<file path="src/rtl/csr_bus_pkg.sv">
// Shared types for the CSR bus router: op/funct3 encodings, FSM states
// and the architectural PMP CSR window.
package csr_bus_pkg;

   typedef logic [1:0] csr_op_t;
   typedef logic [2:0] csr_funct3_t;

   typedef enum logic [1:0] {
      IDLE,
      ISSUE,
      WAIT,
      RSP
   } csr_bus_state_e;

   localparam logic [11:0] CSR_ADDR_PMP_LO = 12'h3a0;
   localparam logic [11:0] CSR_ADDR_PMP_HI = 12'h3ef;

endpackage

</file>
<file path="src/rtl/csr_addr_decoder.sv">
// Range compare of a CSR address against every target window,
// lowest index wins when windows overlap.
module csr_addr_decoder #(
   parameter int ADDR_WIDTH = 32,
   parameter int NUM_TGT    = 2,
   parameter int SEL_W      = 1,
   parameter logic [NUM_TGT-1:0][ADDR_WIDTH-1:0] TGT_BASE = '0,
   parameter logic [NUM_TGT-1:0][ADDR_WIDTH-1:0] TGT_LAST = '0
)(
   input  logic [ADDR_WIDTH-1:0] addr,
   output logic [NUM_TGT-1:0]    hit,
   output logic [SEL_W-1:0]      sel
);

   logic [NUM_TGT-1:0][ADDR_WIDTH:0] lo_d;
   logic [NUM_TGT-1:0][ADDR_WIDTH:0] hi_d;

   // borrow-out of the subtraction gives an unsigned compare
   for (genvar g = 0; g < NUM_TGT; g++) begin : g_cmp
      assign lo_d[g] = {1'b0, addr} - {1'b0, TGT_BASE[g]};
      assign hi_d[g] = {1'b0, TGT_LAST[g]} - {1'b0, addr};
      assign hit[g]  = ~lo_d[g][ADDR_WIDTH] & ~hi_d[g][ADDR_WIDTH];
   end

   always_comb begin
      sel = '0;
      for (int i = NUM_TGT - 1; i >= 0; i--) begin
         if (hit[i]) sel = SEL_W'(i);
      end
   end

endmodule

</file>
<file path="src/rtl/csr_bus_router.sv">
// Registered CSR request router: IDLE->ISSUE->WAIT->RSP towards NUM_TGT targets.
// Define CSR_BUS_TIMEOUT_EN to bound WAIT at TIMEOUT_CYC cycles.
module csr_bus_router
   import csr_bus_pkg::*;
#(
   parameter int ADDR_WIDTH  = 32,
   parameter int REG_WIDTH   = 32,
   parameter int NUM_TGT     = 2,
   parameter logic [NUM_TGT-1:0][ADDR_WIDTH-1:0] TGT_BASE =
      {ADDR_WIDTH'(12'h000), ADDR_WIDTH'(CSR_ADDR_PMP_LO)},
   parameter logic [NUM_TGT-1:0][ADDR_WIDTH-1:0] TGT_LAST =
      {ADDR_WIDTH'(12'h000), ADDR_WIDTH'(CSR_ADDR_PMP_HI)},
   parameter int TIMEOUT_CYC = 64
)(
   input  logic                          clk,
   input  logic                          rst_n,
   input  logic                          csr_valid,
   output logic                          csr_ready,
   input  csr_op_t                       csr_op,
   input  csr_funct3_t                   csr_funct3,
   input  logic [4:0]                    csr_imm,
   input  logic [REG_WIDTH-1:0]          rs1_val,
   input  logic [ADDR_WIDTH-1:0]         csr_addr,
   output logic                          csr_rvalid,
   output logic [ADDR_WIDTH-1:0]         csr_rdata,
   output logic                          csr_reg_rsp,
   input  logic                          csr_rrsp,
   output logic [NUM_TGT-1:0]            tgt_reg_en,
   output logic [ADDR_WIDTH-1:0]         tgt_addr,
   output csr_op_t                       tgt_reg_op,
   output csr_funct3_t                   tgt_funct3,
   output logic [4:0]                    tgt_csr_imm,
   output logic [REG_WIDTH-1:0]          tgt_rs1_val,
   input  logic [NUM_TGT-1:0]            tgt_rvalid,
   input  logic [NUM_TGT*ADDR_WIDTH-1:0] tgt_rdata,
   input  logic [NUM_TGT-1:0]            tgt_act_rsp,
   output logic [NUM_TGT-1:0]            tgt_rrsp
);

   localparam int SEL_W = (NUM_TGT > 1) ? $clog2(NUM_TGT) : 1;

   csr_bus_state_e        state_q, state_d;
   logic [NUM_TGT-1:0]    hit;
   logic [SEL_W-1:0]      sel, sel_q;
   logic [NUM_TGT-1:0]    sel_1h;
   logic                  rsel_valid, rsel_act, timeout;
   logic [ADDR_WIDTH-1:0] rsel_data;
   logic [ADDR_WIDTH-1:0] addr_q, rdata_q;
   csr_op_t               op_q;
   csr_funct3_t           funct3_q;
   logic [4:0]            imm_q;
   logic [REG_WIDTH-1:0]  rs1_q;
   logic                  rsp_q;

   csr_addr_decoder #(
      .ADDR_WIDTH (ADDR_WIDTH),
      .NUM_TGT    (NUM_TGT),
      .SEL_W      (SEL_W),
      .TGT_BASE   (TGT_BASE),
      .TGT_LAST   (TGT_LAST)
   ) u_dec (
      .addr (csr_addr),
      .hit  (hit),
      .sel  (sel)
   );

   always_comb begin
      sel_1h    = '0;
      rsel_data = '0;
      for (int i = 0; i < NUM_TGT; i++) begin
         sel_1h[i] = (sel_q == SEL_W'(i));
         if (sel_1h[i]) rsel_data = tgt_rdata[i*ADDR_WIDTH +: ADDR_WIDTH];
      end
      rsel_valid = |(sel_1h & tgt_rvalid);
      rsel_act   = |(sel_1h & tgt_act_rsp);
   end

`ifdef CSR_BUS_TIMEOUT_EN
   localparam int CNT_W = $clog2(TIMEOUT_CYC + 1);
   logic [CNT_W-1:0] cnt_q;

   always_ff @(posedge clk or negedge rst_n) begin
      if (!rst_n)                cnt_q <= '0;
      else if (state_q == ISSUE) cnt_q <= '0;
      else if (state_q == WAIT)  cnt_q <= cnt_q + 1'b1;
   end

   assign timeout = (state_q == WAIT) && !rsel_valid &&
                    (cnt_q == CNT_W'(TIMEOUT_CYC - 1));
`else
   logic unused_timeout;
   assign unused_timeout = ^TIMEOUT_CYC;
   assign timeout        = 1'b0;
`endif

   always_ff @(posedge clk or negedge rst_n) begin
      if (!rst_n) state_q <= IDLE;
      else        state_q <= state_d;
   end

   always_comb begin
      state_d = state_q;
      unique case (state_q)
         IDLE:  if (csr_valid) state_d = (|hit) ? ISSUE : RSP;
         ISSUE: state_d = WAIT;
         WAIT:  if (rsel_valid || timeout) state_d = RSP;
         RSP:   if (csr_rrsp) state_d = IDLE;
         default: state_d = IDLE;
      endcase
   end

   always_ff @(posedge clk or negedge rst_n) begin
      if (!rst_n) begin
         addr_q   <= '0;
         op_q     <= '0;
         funct3_q <= '0;
         imm_q    <= '0;
         rs1_q    <= '0;
         sel_q    <= '0;
         rdata_q  <= '0;
         rsp_q    <= 1'b0;
      end else begin
         case (state_q)
            IDLE: if (csr_valid) begin
               addr_q   <= csr_addr;
               op_q     <= csr_op;
               funct3_q <= csr_funct3;
               imm_q    <= csr_imm;
               rs1_q    <= rs1_val;
               sel_q    <= sel;
               rdata_q  <= '0;
               rsp_q    <= ~|hit;
            end
            WAIT: if (rsel_valid) begin
               rdata_q <= rsel_data;
               rsp_q   <= rsel_act;
            end else if (timeout) begin
               rdata_q <= '0;
               rsp_q   <= 1'b1;
            end
            RSP: if (csr_rrsp) begin
               rdata_q <= '0;
               rsp_q   <= 1'b0;
            end
            default: ;
         endcase
      end
   end

   always_comb begin
      csr_ready   = 1'b0;
      tgt_reg_en  = '0;
      tgt_addr    = '0;
      tgt_reg_op  = '0;
      tgt_funct3  = '0;
      tgt_csr_imm = '0;
      tgt_rs1_val = '0;
      tgt_rrsp    = '0;
      unique case (state_q)
         IDLE:  csr_ready = 1'b1;
         ISSUE: begin
            tgt_reg_en  = sel_1h;
            tgt_addr    = addr_q;
            tgt_reg_op  = op_q;
            tgt_funct3  = funct3_q;
            tgt_csr_imm = imm_q;
            tgt_rs1_val = rs1_q;
         end
         WAIT:  tgt_rrsp = sel_1h & tgt_rvalid;
         default: ;
      endcase
   end

   assign csr_rvalid  = (state_q == RSP);
   assign csr_rdata   = rdata_q;
   assign csr_reg_rsp = rsp_q;

endmodule

</file>
<file path="config.mk">
export PLATFORM = sky130hd
export DESIGN_NAME = csr_bus_router
export DESIGN_NICKNAME = d
export VERILOG_FILES = /design/src/rtl/csr_bus_pkg.sv /design/src/rtl/csr_addr_decoder.sv /design/src/rtl/csr_bus_router.sv
export SDC_FILE = /design/constraint.sdc
export NUM_CORES = 1
export LEC_CHECK = 0
export CAP_MARGIN = 40
export CORE_MARGIN = 1.5
export CORE_UTILIZATION = 38
export CTS_BUF_LIST = sky130_fd_sc_hd__clkbuf_4 sky130_fd_sc_hd__clkbuf_8
export DETAILED_ROUTE_END_ITERATION = 12
export GPL_ROUTABILITY_DRIVEN = 0
export HOLD_SLACK_MARGIN = 0.06
export PLACE_DENSITY = 0.87
export SLEW_MARGIN = 20
export SYNTH_ARGS = -nofsm -noshare
export SYNTH_HDL_FRONTEND = slang
export SYNTH_HIERARCHICAL = 1
export SYNTH_SLANG_ARGS = --single-unit
</file>
<file path="constraint.sdc">
create_clock -name clk -period 1.8 [get_ports clk]
set_input_delay 0.36 -clock clk [delete_from_list [all_inputs] [get_ports clk]]
set_output_delay 0.36 -clock clk [all_outputs]
set_load 0.02 [all_outputs]
</file>
# ---- Word-level counts from Yosys, hierarchy flattened
# Index checks and enable logic that the tools add are counted.
dict set report totals {
  ff_bits 110
  elab_cells 58
}
dict set report op_classes {
  n_addsub 3
  eq_ne 6
  mux 24
  bitwise_logic 7
  n_reduce_logical 9
}
# op count
set ops {}
lappend ops {{two-way mux 32 bit} 6}
lappend ops {{case mux 32 bit (3 select lines)} 1}
lappend ops {{subtractor 1 x 32 -> 33 bit (first input constant)} 1}
lappend ops {{subtractor 10 x 32 -> 33 bit (first input constant)} 1}
lappend ops {{subtractor 32 x 10 -> 33 bit (second input constant)} 1}
lappend ops {{two-way mux 2 bit} 7}
lappend ops {{case mux 2 bit (4 select lines)} 1}
lappend ops {{two-way mux 1 bit} 6}
lappend ops {{OR reduction 2 bit} 3}
lappend ops {{two-way mux 5 bit} 1}
lappend ops {{bitwise AND 2 bit} 2}
lappend ops {{== test 2 bit (second input constant)} 2}
lappend ops {{!= test 2 bit (second input constant)} 2}
lappend ops {{NOT 1 bit} 4}
lappend ops {{AND reduction 4 bit} 1}
lappend ops {{two-way mux 3 bit} 1}
lappend ops {{case mux 1 bit (3 select lines)} 1}
lappend ops {{AND reduction 3 bit} 1}
lappend ops {{nonzero test 3 bit} 1}
lappend ops {{== test 2 x 1 -> 1 bit (second input constant)} 1}
lappend ops {{zero test 2 bit} 1}
lappend ops {{!= test 2 x 1 -> 1 bit (second input constant)} 1}
lappend ops {{AND reduction 2 bit} 1}
lappend ops {{bitwise AND 1 bit} 1}
lappend ops {{zero test 1 bit} 1}

# ---- Logic depth before layout (Yosys ltp)
# Gate-level depths: netlist (run 1).
dict set report depth {
  depth_word 7
  depth_mapped 7
  depth_no_buf 6
}

# ---- Modules after synthesis
# The synthesis (run 1) kept the hierarchy.
# mod instances cells_each area_per_inst_um2 seq_area_each_um2
set by_module_without_submodules {}
lappend by_module_without_submodules {csr_bus_router 1 409 5288.8 2752.6}
lappend by_module_without_submodules {csr_addr_decoder 1 17 127.6 0.0}

# ---- Least setup slack after synthesis (run 1)
# Ideal clock, no wire load.
dict set report synth_timing {
  kind {register -> register}
  from {register state_q[0]}
  to {register rdata_q[19], in the netlist csr_rdata[19]}
  arrival_time_ns 1.938
  required_ns 1.675
  setup_slack_ns -0.263
  stages_incl_launch_ff 7
  path_buffers 1
  path_cell_list {dfrtp_1 > inv_1 > ha_1 > nor2b_1 > a2111oi_4 > buf_4 > mux2_2}
}
dict set report synth_via {
  elab_chain_len 3
  word_cells_on_any_way 9
  classes_between {eq/ne: 5; mux: 1; reduce/logical: 3}
}
# element line_no
set synth_lines {}
lappend synth_lines {{start, declared} csr_bus_router.sv:42} ;# csr_bus_state_e state_q, state_d;
lappend synth_lines {{start signal, assigned} csr_bus_router.sv:98} ;# else state_q <= state_d;
lappend synth_lines {{== test 2 bit or zero test 2 bit (tied branches)} csr_bus_router.sv:123} ;# case (state_q)
lappend synth_lines {{!= test 2 bit (no source line) (tied with other cells)} -}
lappend synth_lines {{AND reduction 4 bit (no source line)} -}
lappend synth_lines {{end signal, assigned} csr_bus_router.sv:135} ;# rdata_q <= rsel_data;
lappend synth_lines {{end, declared} csr_bus_router.sv:48} ;# logic [ADDR_WIDTH-1:0] addr_q, rdata_q;
# Several ways; a longest one is shown, not always the timed one.
# A chain may end at the register's enable or synchronous reset.

# ---- Worst setup path in the final report (run 1)
dict set report layout_timing {
  from {register state_q[0]}
  to {register rdata_q[26], in the netlist csr_rdata[26]}
}
# Same word-level chain as after synthesis.

==> metrics.cfg, run 1 <==
[floorplanning]
core.rowCount = 43
die_h_um = 122
core-area_um2 = 13900
start_util_pct = 39.0
die_area_um2 = 15000
io_pins = 259
die_width_um = 122

[route]
dr.pass1.iters = 4
drtAntennaViolNets = 0
wl_per_cell_um = 18.7
drtIter0Drc = 113
viasPerCell = 4.94
drc_errors = 0
vias = 4462
routed_wl_mm = 16.9

[synth]
synth_edf_count = 0
async_reset_ff_share_pct = 100
synth_top_area_share_pct = 50.8
ys_ff_latch = 110
synth_area_leaders = dfrtp_1 51%, mux2_2 22%, and2_1 8.7%, mux2i_1 6.3%, nor2b_1 4.0%
ys_seq_area_share_pct = 50.8
yosysWarnings = 6
synthDistinctLibCells = 28
synth_top_cells_by_count = 110 x dfrtp_1, 107 x mux2_2, 75 x and2_1
synthesis.nets = 577
synth_flop_cell = dfrtp_1
synth_most_common_cell = dfrtp_1
synth_cells = 426
syn_area_um2 = 5420
post-synth-top-area-cell = dfrtp_1
syn_area_per_cell_um2 = 12.7

[power_and_ir_drop]
vdd_ir_drop_max_mv = 0.799
power.total_mw = 13.6
power_density_nw_per_um2 = 1450
power.leakage_nw = 4.08

[timing]
finClkSkew_ns = 0.00813
rsz0062_at_grt = true
hold_viol = 0
worst_pin_slew_ns = 0.331
setup_ws_ns = -0.218
setup_viol_count_final = 111
fmaxAchievable_ghz = 0.495
fin_crit_sh_pct = 112
fin_tns_setup_ns = -15.77
max-slew-margin-rel_pct = 77.3
period_needed_ns = 2.02
slew_violations = 0

[finish]
final_area_um2 = 9350
antenna_cells = 0
nFillCells = 980
area_growth_pct = 72.6
drive_gt1_share_pct = 45.2
stdcell_count = 904
final_nets = 871

[run]
maxCapViolCount = 0

[worst_setup_path]
cp.arrival_ns = 2.28
rr_worst_depth = 7
worstSetupEndpointType = register
cp.required_ns = 2.06
worst_setup_path_start_kind = register
crit_fanout = 8
critical_path_class = reg -> reg

[run_status]
status = complete, but fails checks
violations = negative setup slack

[clock_network]
clock-sinks = 110
cts.htree.levels = 3
clk_latency_ns = 0.37
cts_buffers = 9
clkTransAtPathRegs_ns = 0.10
clockBufferDepth = 2
tritoncts = done
root_buffer = clkbuf_8

[global_route]
grt_pass1_wl_mm = 24.0
grt_usage_pct = 21.2
grt_antenna_before_repair = 0
grt_max_degree = 54
grt_pass1_vias = 4740
grt_overflow = 0

[placed_design]
placedCellCount = 873
portBuffers = 258
pre_cts_ws_ns = -0.355
hpwl_mm = 11.5
post_dp_cell_area_um2 = 8520

[worst_hold_path]
min_path_type = in -> async

per-stage QoR:
stage / util (%) / hold slack, ns
3_3_place_gp: 61.4 / 0.208
6_report: 67.4 / 0.370
3_5_place_dp: 61.4 / 0.205
4_1_cts: 64.9 / 0.340
2_1_floorplan: - / 0.0644
5_1_grt: 67.4 / 0.351
placed cells by master, fill, tap and decap left out, types with 2 or more instances in the layout:
cell type / Yosys / routed
inv_2: 0 / 2
clkdlybuf4s50_1: 0 / 176
clkinv_2: 0 / 3
nor4_2: 4 / 5
nor4_1: 5 / 4
buf_16: 0 / 5
nor2b_1: 35 / 32
clkbuf_16: 0 / 4
buf_6: 0 / 82
mux2_4: 0 / 14
clkbuf_8: 0 / 11
and2_4: 0 / 51
dfrtp_1: 110 / 108
nand4_1: 3 / 3
nor2b_4: 0 / 2
o211ai_1: 2 / 2
mux2i_1: 34 / 34
nor2_1: 3 / 3
a21oi_1: 2 / 2
and2_1: 75 / 24
buf_12: 0 / 9
ha_4: 0 / 4
mux2_2: 107 / 94
buf_4: 3 / 31
dfrtp_2: 0 / 2
registers in the layout, indices dropped and copies added, names as in the netlist:
register     flops
rs1_q           32
op_q             2
csr_rdata       32
csr_reg_rsp      1
sel_q            1
imm_q            5
addr_q          32
funct3_q         3
state_q          2
power breakdown:
group | total [mW] | internal, mW | switching (mW) | leakage (nW)
Clock | 1.38 | 0.566 | 0.816 | 0.0910
Sequential | 4.19 | 3.59 | 0.596 | 1.35
Combinational | 7.99 | 4.69 | 3.29 | 2.64
Total | 13.6 | 8.85 | 4.71 | 4.08
routing by layer:
metal,vias to the layer above,GRT usage [%],part of all wire [%],routed length (µm)
li1,2049,-,-,-
met3,28,6.04,8.4,1420
met1,2194,22.4,36,6070
met2,191,39.2,53,9020
met4,0,8.72,2.6,443
met5,-,0,0,0
path summary, 6_finish.rpt:
path | start | end | slack (ns)
worst min register to register | rs1_q[10]$_DFFE_PN0P_ | rs1_q[10]$_DFFE_PN0P_ | 0.51
max in group asynchronous | rst_n | sel_q$_DFFE_PN0P_ | 0.90
worst max register to register | state_q[0]$_DFFE_PN0P_ | csr_rdata[26]$_DFFE_PN0P_ | -0.22
min in group clk | rs1_q[10]$_DFFE_PN0P_ | rs1_q[10]$_DFFE_PN0P_ | 0.51
worst max-delay path | state_q[0]$_DFFE_PN0P_ | csr_rdata[26]$_DFFE_PN0P_ | -0.22
worst min-delay path | rst_n | csr_rdata[11]$_DFFE_PN0P_ | 0.37
worst max-delay path, stage by stage (launching register included):
cell       delay, ns
dfrtp_2         0.46
buf_6           0.13
ha_4            0.15
nor2b_4         0.13
a2111oi_4       0.33
buf_6           0.20
clkbuf_16       0.17
mux2_2          0.34
repair_timing:
action                                  CTS  global route
resized for setup                       495            71
buffers inserted                          3             4
hold buffers                              1             0
pin swaps                                 1            18
endpoints found under the hold margin    24             0
endpoints found under the setup margin  113           164
gates cloned                              4             5
cell families (layout without fill, tap and decap cells):
kind of cell,after synthesis,in the layout,synth area share [%]
adders and majority gates,5,5,1.16
AOI/OAI and AO/OA,9,9,1.55
buffers and inverters,30,328,2.36
DFF,110,110,50.8
muxes,142,142,28.7
and+or+nand+nor,130,130,15.4
cell type report:
cell class	count	area [µm²]	area share, %
repair buffers	310	3370	36.1
multi-input cells	286	2810	30.1
flip-flops and latches	110	2760	29.5
well taps	180	225	2.41
clock buffers	11	151	1.62
clock inverters	4	22.5	0.241
inverters	3	11.3	0.120
No activity file was read; power rests on OpenSTA's default activity.
==> run 2: changes to the inputs <==
--- a/config.mk
+++ b/config.mk
@@ -5,14 +5,15 @@
 export SDC_FILE = /design/constraint.sdc
 export NUM_CORES = 1
 export LEC_CHECK = 0
+export ABC_AREA = 1
 export CAP_MARGIN = 40
 export CORE_MARGIN = 1.5
-export CORE_UTILIZATION = 38
+export CORE_UTILIZATION = 39
 export CTS_BUF_LIST = sky130_fd_sc_hd__clkbuf_4 sky130_fd_sc_hd__clkbuf_8
 export DETAILED_ROUTE_END_ITERATION = 12
 export GPL_ROUTABILITY_DRIVEN = 0
 export HOLD_SLACK_MARGIN = 0.06
-export PLACE_DENSITY = 0.87
+export PLACE_DENSITY = 0.88
 export SLEW_MARGIN = 20
 export SYNTH_ARGS = -nofsm -noshare
 export SYNTH_HDL_FRONTEND = slang
==> run 2 against run 1 <==
The run still ends with negative setup slack left. Sequential share of layout area shrank 1.1 points. Area after synthesis grew 4.9%. Register-to-register slack gained 0.15 ns. Utilization grew 1.8 points. Count of clock-buffer cells in the layout is the same. Setup slack gained 0.0062 ns. Largest power group unchanged.
==> metrics.cfg, run 2 <==
[timing]
hold_viol = 0  ; unchanged
whs_ns = 0.484  ; was 0.370 ns
fmaxAchievable_ghz = 0.497  ; was 0.495 GHz
finClkSkew_ns = 0.0111  ; was 0.00813 ns
setup_ws_ns = -0.212  ; was -0.218 ns
fin_tns_setup_ns = -14.19  ; was -15.77 ns
slew_violations = 0  ; unchanged
period_needed_ns = 2.01  ; was 2.02 ns
worst_pin_slew_ns = 0.613  ; was 0.331 ns
rsz0062_at_grt = true  ; unchanged
setup_viol_count_final = 167  ; was 111
max-slew-margin-rel_pct = 59.1  ; was 77.3%
fin_crit_sh_pct = 112  ; about the same

[worst_setup_path]
max_stage_delay_ns = 0.40  ; was 0.46 ns
critical_path_class = reg -> out  ; was reg -> reg
crit_slowest_cell = dfrtp_1  ; was dfrtp_2
crit_path_cell_trace = inv_2 > ha_4 > buf_12 > buf_12 > buf_16 > nand2_2 > inv_2 > buf_6  ; was buf_6 > ha_4 > nor2b_4 > a2111oi_4 > buf_6 > clkbuf_16 > mux2_2
crit_buf_inv = 6  ; was 3
worstSetupEndpointType = output port  ; was register
cp.arrival_ns = 1.65  ; was 2.28 ns
cp.required_ns = 1.44  ; was 2.06 ns
crit_family = buffers and inverters  ; unchanged
crit_fanout = 7  ; was 8
worst_setup_path_start_kind = register  ; unchanged

[global_route]
use_met1_pct = 25.5  ; was 22.4%
grt_max_degree = 111  ; was 54
grt_antenna_before_repair = 0  ; unchanged
grt_pass1_wl_mm = 25.5  ; was 24.0 mm
grt_pass1_vias = 5196  ; was 4740
busiest_layer = met2  ; unchanged
grt_overflow = 0  ; unchanged
grt_usage_pct = 21.9  ; was 21.2%
grtUsageMet2_pct = 37.9  ; was 39.2%
use_met3_pct = 5.68  ; was 6.04%

[run]
maxCapViolCount = 0  ; unchanged

[synth]
synth_area_leaders = dfrtp_1 48%, nand2_1 13%, mux2_4 10%, mux2_2 7.1%, nor2_1 6.4%  ; was dfrtp_1 51%, mux2_2 22%, and2_1 8.7%, mux2i_1 6.3%, nor2b_1 4.0%
synthDistinctLibCells = 21  ; was 28
syn_area_um2 = 5680  ; was 5420 µm²
syn_area_per_cell_um2 = 8.81  ; was 12.7 µm²
synth_top_cells_by_count = 193 x nand2_1, 110 x dfrtp_1, 97 x nor2_1  ; was 110 x dfrtp_1, 107 x mux2_2, 75 x and2_1
synth_top_area_share_pct = 48.5  ; was 50.8%
synth_cells = 645  ; was 426
synth_flop_cell = dfrtp_1  ; unchanged
synthesis.nets = 796  ; was 577
post-synth-top-area-cell = dfrtp_1  ; unchanged
synth_most_common_cell = nand2_1  ; was dfrtp_1
synth_edf_count = 0  ; unchanged
ys_ff_latch = 110  ; unchanged
ys_seq_area_share_pct = 48.5  ; was 50.8%
yosysWarnings = 6  ; unchanged
async_reset_ff_share_pct = 100  ; unchanged

[placed_design]
hpwl_mm = 11.7  ; was 11.5 mm
placedCellCount = 1077  ; was 873
portBuffers = 258  ; unchanged
post_dp_cell_area_um2 = 8590  ; was 8520 µm²

[clock_network]
clockBufferDepth = 2  ; unchanged
tritoncts = done  ; unchanged
root_buffer = clkbuf_8  ; unchanged
clock-sinks = 110  ; unchanged
clkTransAtPathRegs_ns = 0.10  ; about the same
clk_latency_ns = 0.39  ; was 0.37 ns
cts.htree.levels = 3  ; unchanged
cts_buffers = 9  ; unchanged

[finish]
layout_commonest_cell = clkdlybuf4s50_1  ; unchanged
final_area_um2 = 9720  ; was 9350 µm²
stdcell_count = 1119  ; was 904
final_nets = 1086  ; was 871
final_cell_mix = 176 x clkdlybuf4s50_1, 151 x nand2_1, 110 x dfrtp_1  ; was 176 x clkdlybuf4s50_1, 108 x dfrtp_1, 94 x mux2_2
area_growth_pct = 71.1  ; was 72.6%
drive_gt1_share_pct = 35.0  ; was 45.2%
antenna_cells = 0  ; unchanged

[route]
drtIter0Drc = 210  ; was 113
wl_per_cell_um = 16.4  ; was 18.7 µm
dr.pass1.iters = 5  ; was 4
viasPerCell = 4.74  ; was 4.94
routed_wl_mm = 18.4  ; was 16.9 mm
drc_errors = 0  ; unchanged
vias = 5302  ; was 4462
drtAntennaViolNets = 0  ; unchanged

[run_status]
status = complete, but fails checks  ; unchanged
violations = negative setup slack  ; unchanged

[floorplanning]
start_util_pct = 40.5  ; was 39.0%
die_h_um = 124  ; was 122 µm
die_area_um2 = 15300  ; was 15000 µm²
die_width_um = 124  ; was 122 µm
core.rowCount = 43  ; unchanged
core-area_um2 = 14000  ; was 13900 µm²
io_pins = 259  ; unchanged

[power_and_ir_drop]
power.leakage_nw = 5.06  ; was 4.08 nW
power.total_mw = 16.0  ; was 13.6 mW
vdd_ir_drop_max_mv = 0.898  ; was 0.799 mV
power_density_nw_per_um2 = 1650  ; was 1450 nW/µm²

[worst_hold_path]
min_path_type = reg -> reg  ; was in -> async

run 2: cell type report:
class / instances / area, µm²
sequential: 110 / 2750
clock buffer: 11 / 151
multi-input combinational: 418 / 2700
tap: 180 / 225
inverter: 85 / 327
fill: 989 / 4320
timing repair buffer: 311 / 3480
clock inverter: 4 / 77.6
run 2: metal layers:
| metal | part of all wire (%) | up-vias | routed length, µm |
|---|---|---|---|
| met4 | 2.8 | 0 | 510 |
| met5 | 0 | - | 0 |
| li1 | - | 2542 | - |
| met1 | 39 | 2490 | 7210 |
| met2 | 50 | 238 | 9160 |
| met3 | 8.0 | 32 | 1480 |
run 2: cell families (layout without fill, tap and decap cells):
kind of cell / count (synthesis) / in the layout / share of synthesized area, %
and+or+nand+nor: 300 / 301 / 20.7
AOI/OAI and AO/OA: 38 / 38 / 3.39
muxes: 74 / 74 / 17.2
buffers and inverters: 118 / 411 / 9.16
adders and majority gates: 5 / 5 / 1.10
DFF: 110 / 110 / 48.5
run 2: tightest hold or removal path, stage by stage (launching register included):
cell,delay [ns]
dfrtp_1,0.35
nand2_1,0.05
nand2_1,0.06
run 2: timing repair:
| action | 4_1_cts | 5_1_grt |
|---|---|---|
| resized for setup | 533 | 85 |
| hold buffers | 0 | 1 |
| endpoints found under the hold margin | 0 | 5 |
| buffers inserted | 7 | 3 |
| setup endpoints to repair | 80 | 187 |
| pin swaps | 8 | 14 |
| gates cloned | 6 | 11 |
run 2: where the power goes:
part / total [mW] / internal, mW / switching (mW) / leakage (nW)
sequential: 4.45 / 3.60 / 0.851 / 1.35
clock: 1.71 / 0.861 / 0.849 / 0.116
combinational: 9.85 / 5.07 / 4.78 / 3.60
total: 16.0 / 9.53 / 6.48 / 5.06
run 2: final timing paths:
| check | startpoint | to | slack [ns] | cells after the start |
|---|---|---|---|---|
| hold / removal | csr_rdata[14]$_DFFE_PN0P_ | csr_rdata[14]$_DFFE_PN0P_ | 0.48 | 2 |
| setup reg to reg | state_q[0]$_DFFE_PN0P_ | csr_rdata[9]$_DFFE_PN0P_ | -0.07 | 12 |
| min in group asynchronous | rst_n | csr_rdata[10]$_DFFE_PN0P_ | 0.56 | 3 |
| max in group asynchronous | rst_n | csr_rdata[6]$_DFFE_PN0P_ | 0.73 | 3 |
| hold reg to reg | csr_rdata[14]$_DFFE_PN0P_ | csr_rdata[14]$_DFFE_PN0P_ | 0.48 | 2 |
| setup / recovery | state_q[1]$_DFFE_PN0P_ | tgt_addr[3] | -0.21 | 8 |
run 2: metrics by stage:
| step | utilization (%) | setup WS [ns] |
|---|---|---|
| after floorplan | - | 0.0398 |
| after global placement | 61.2 | -0.226 |
| after detailed placement | 61.2 | -0.232 |
| after CTS | 65.9 | -0.214 |
| after global routing | 69.2 | -0.282 |
| final | 69.2 | -0.212 |
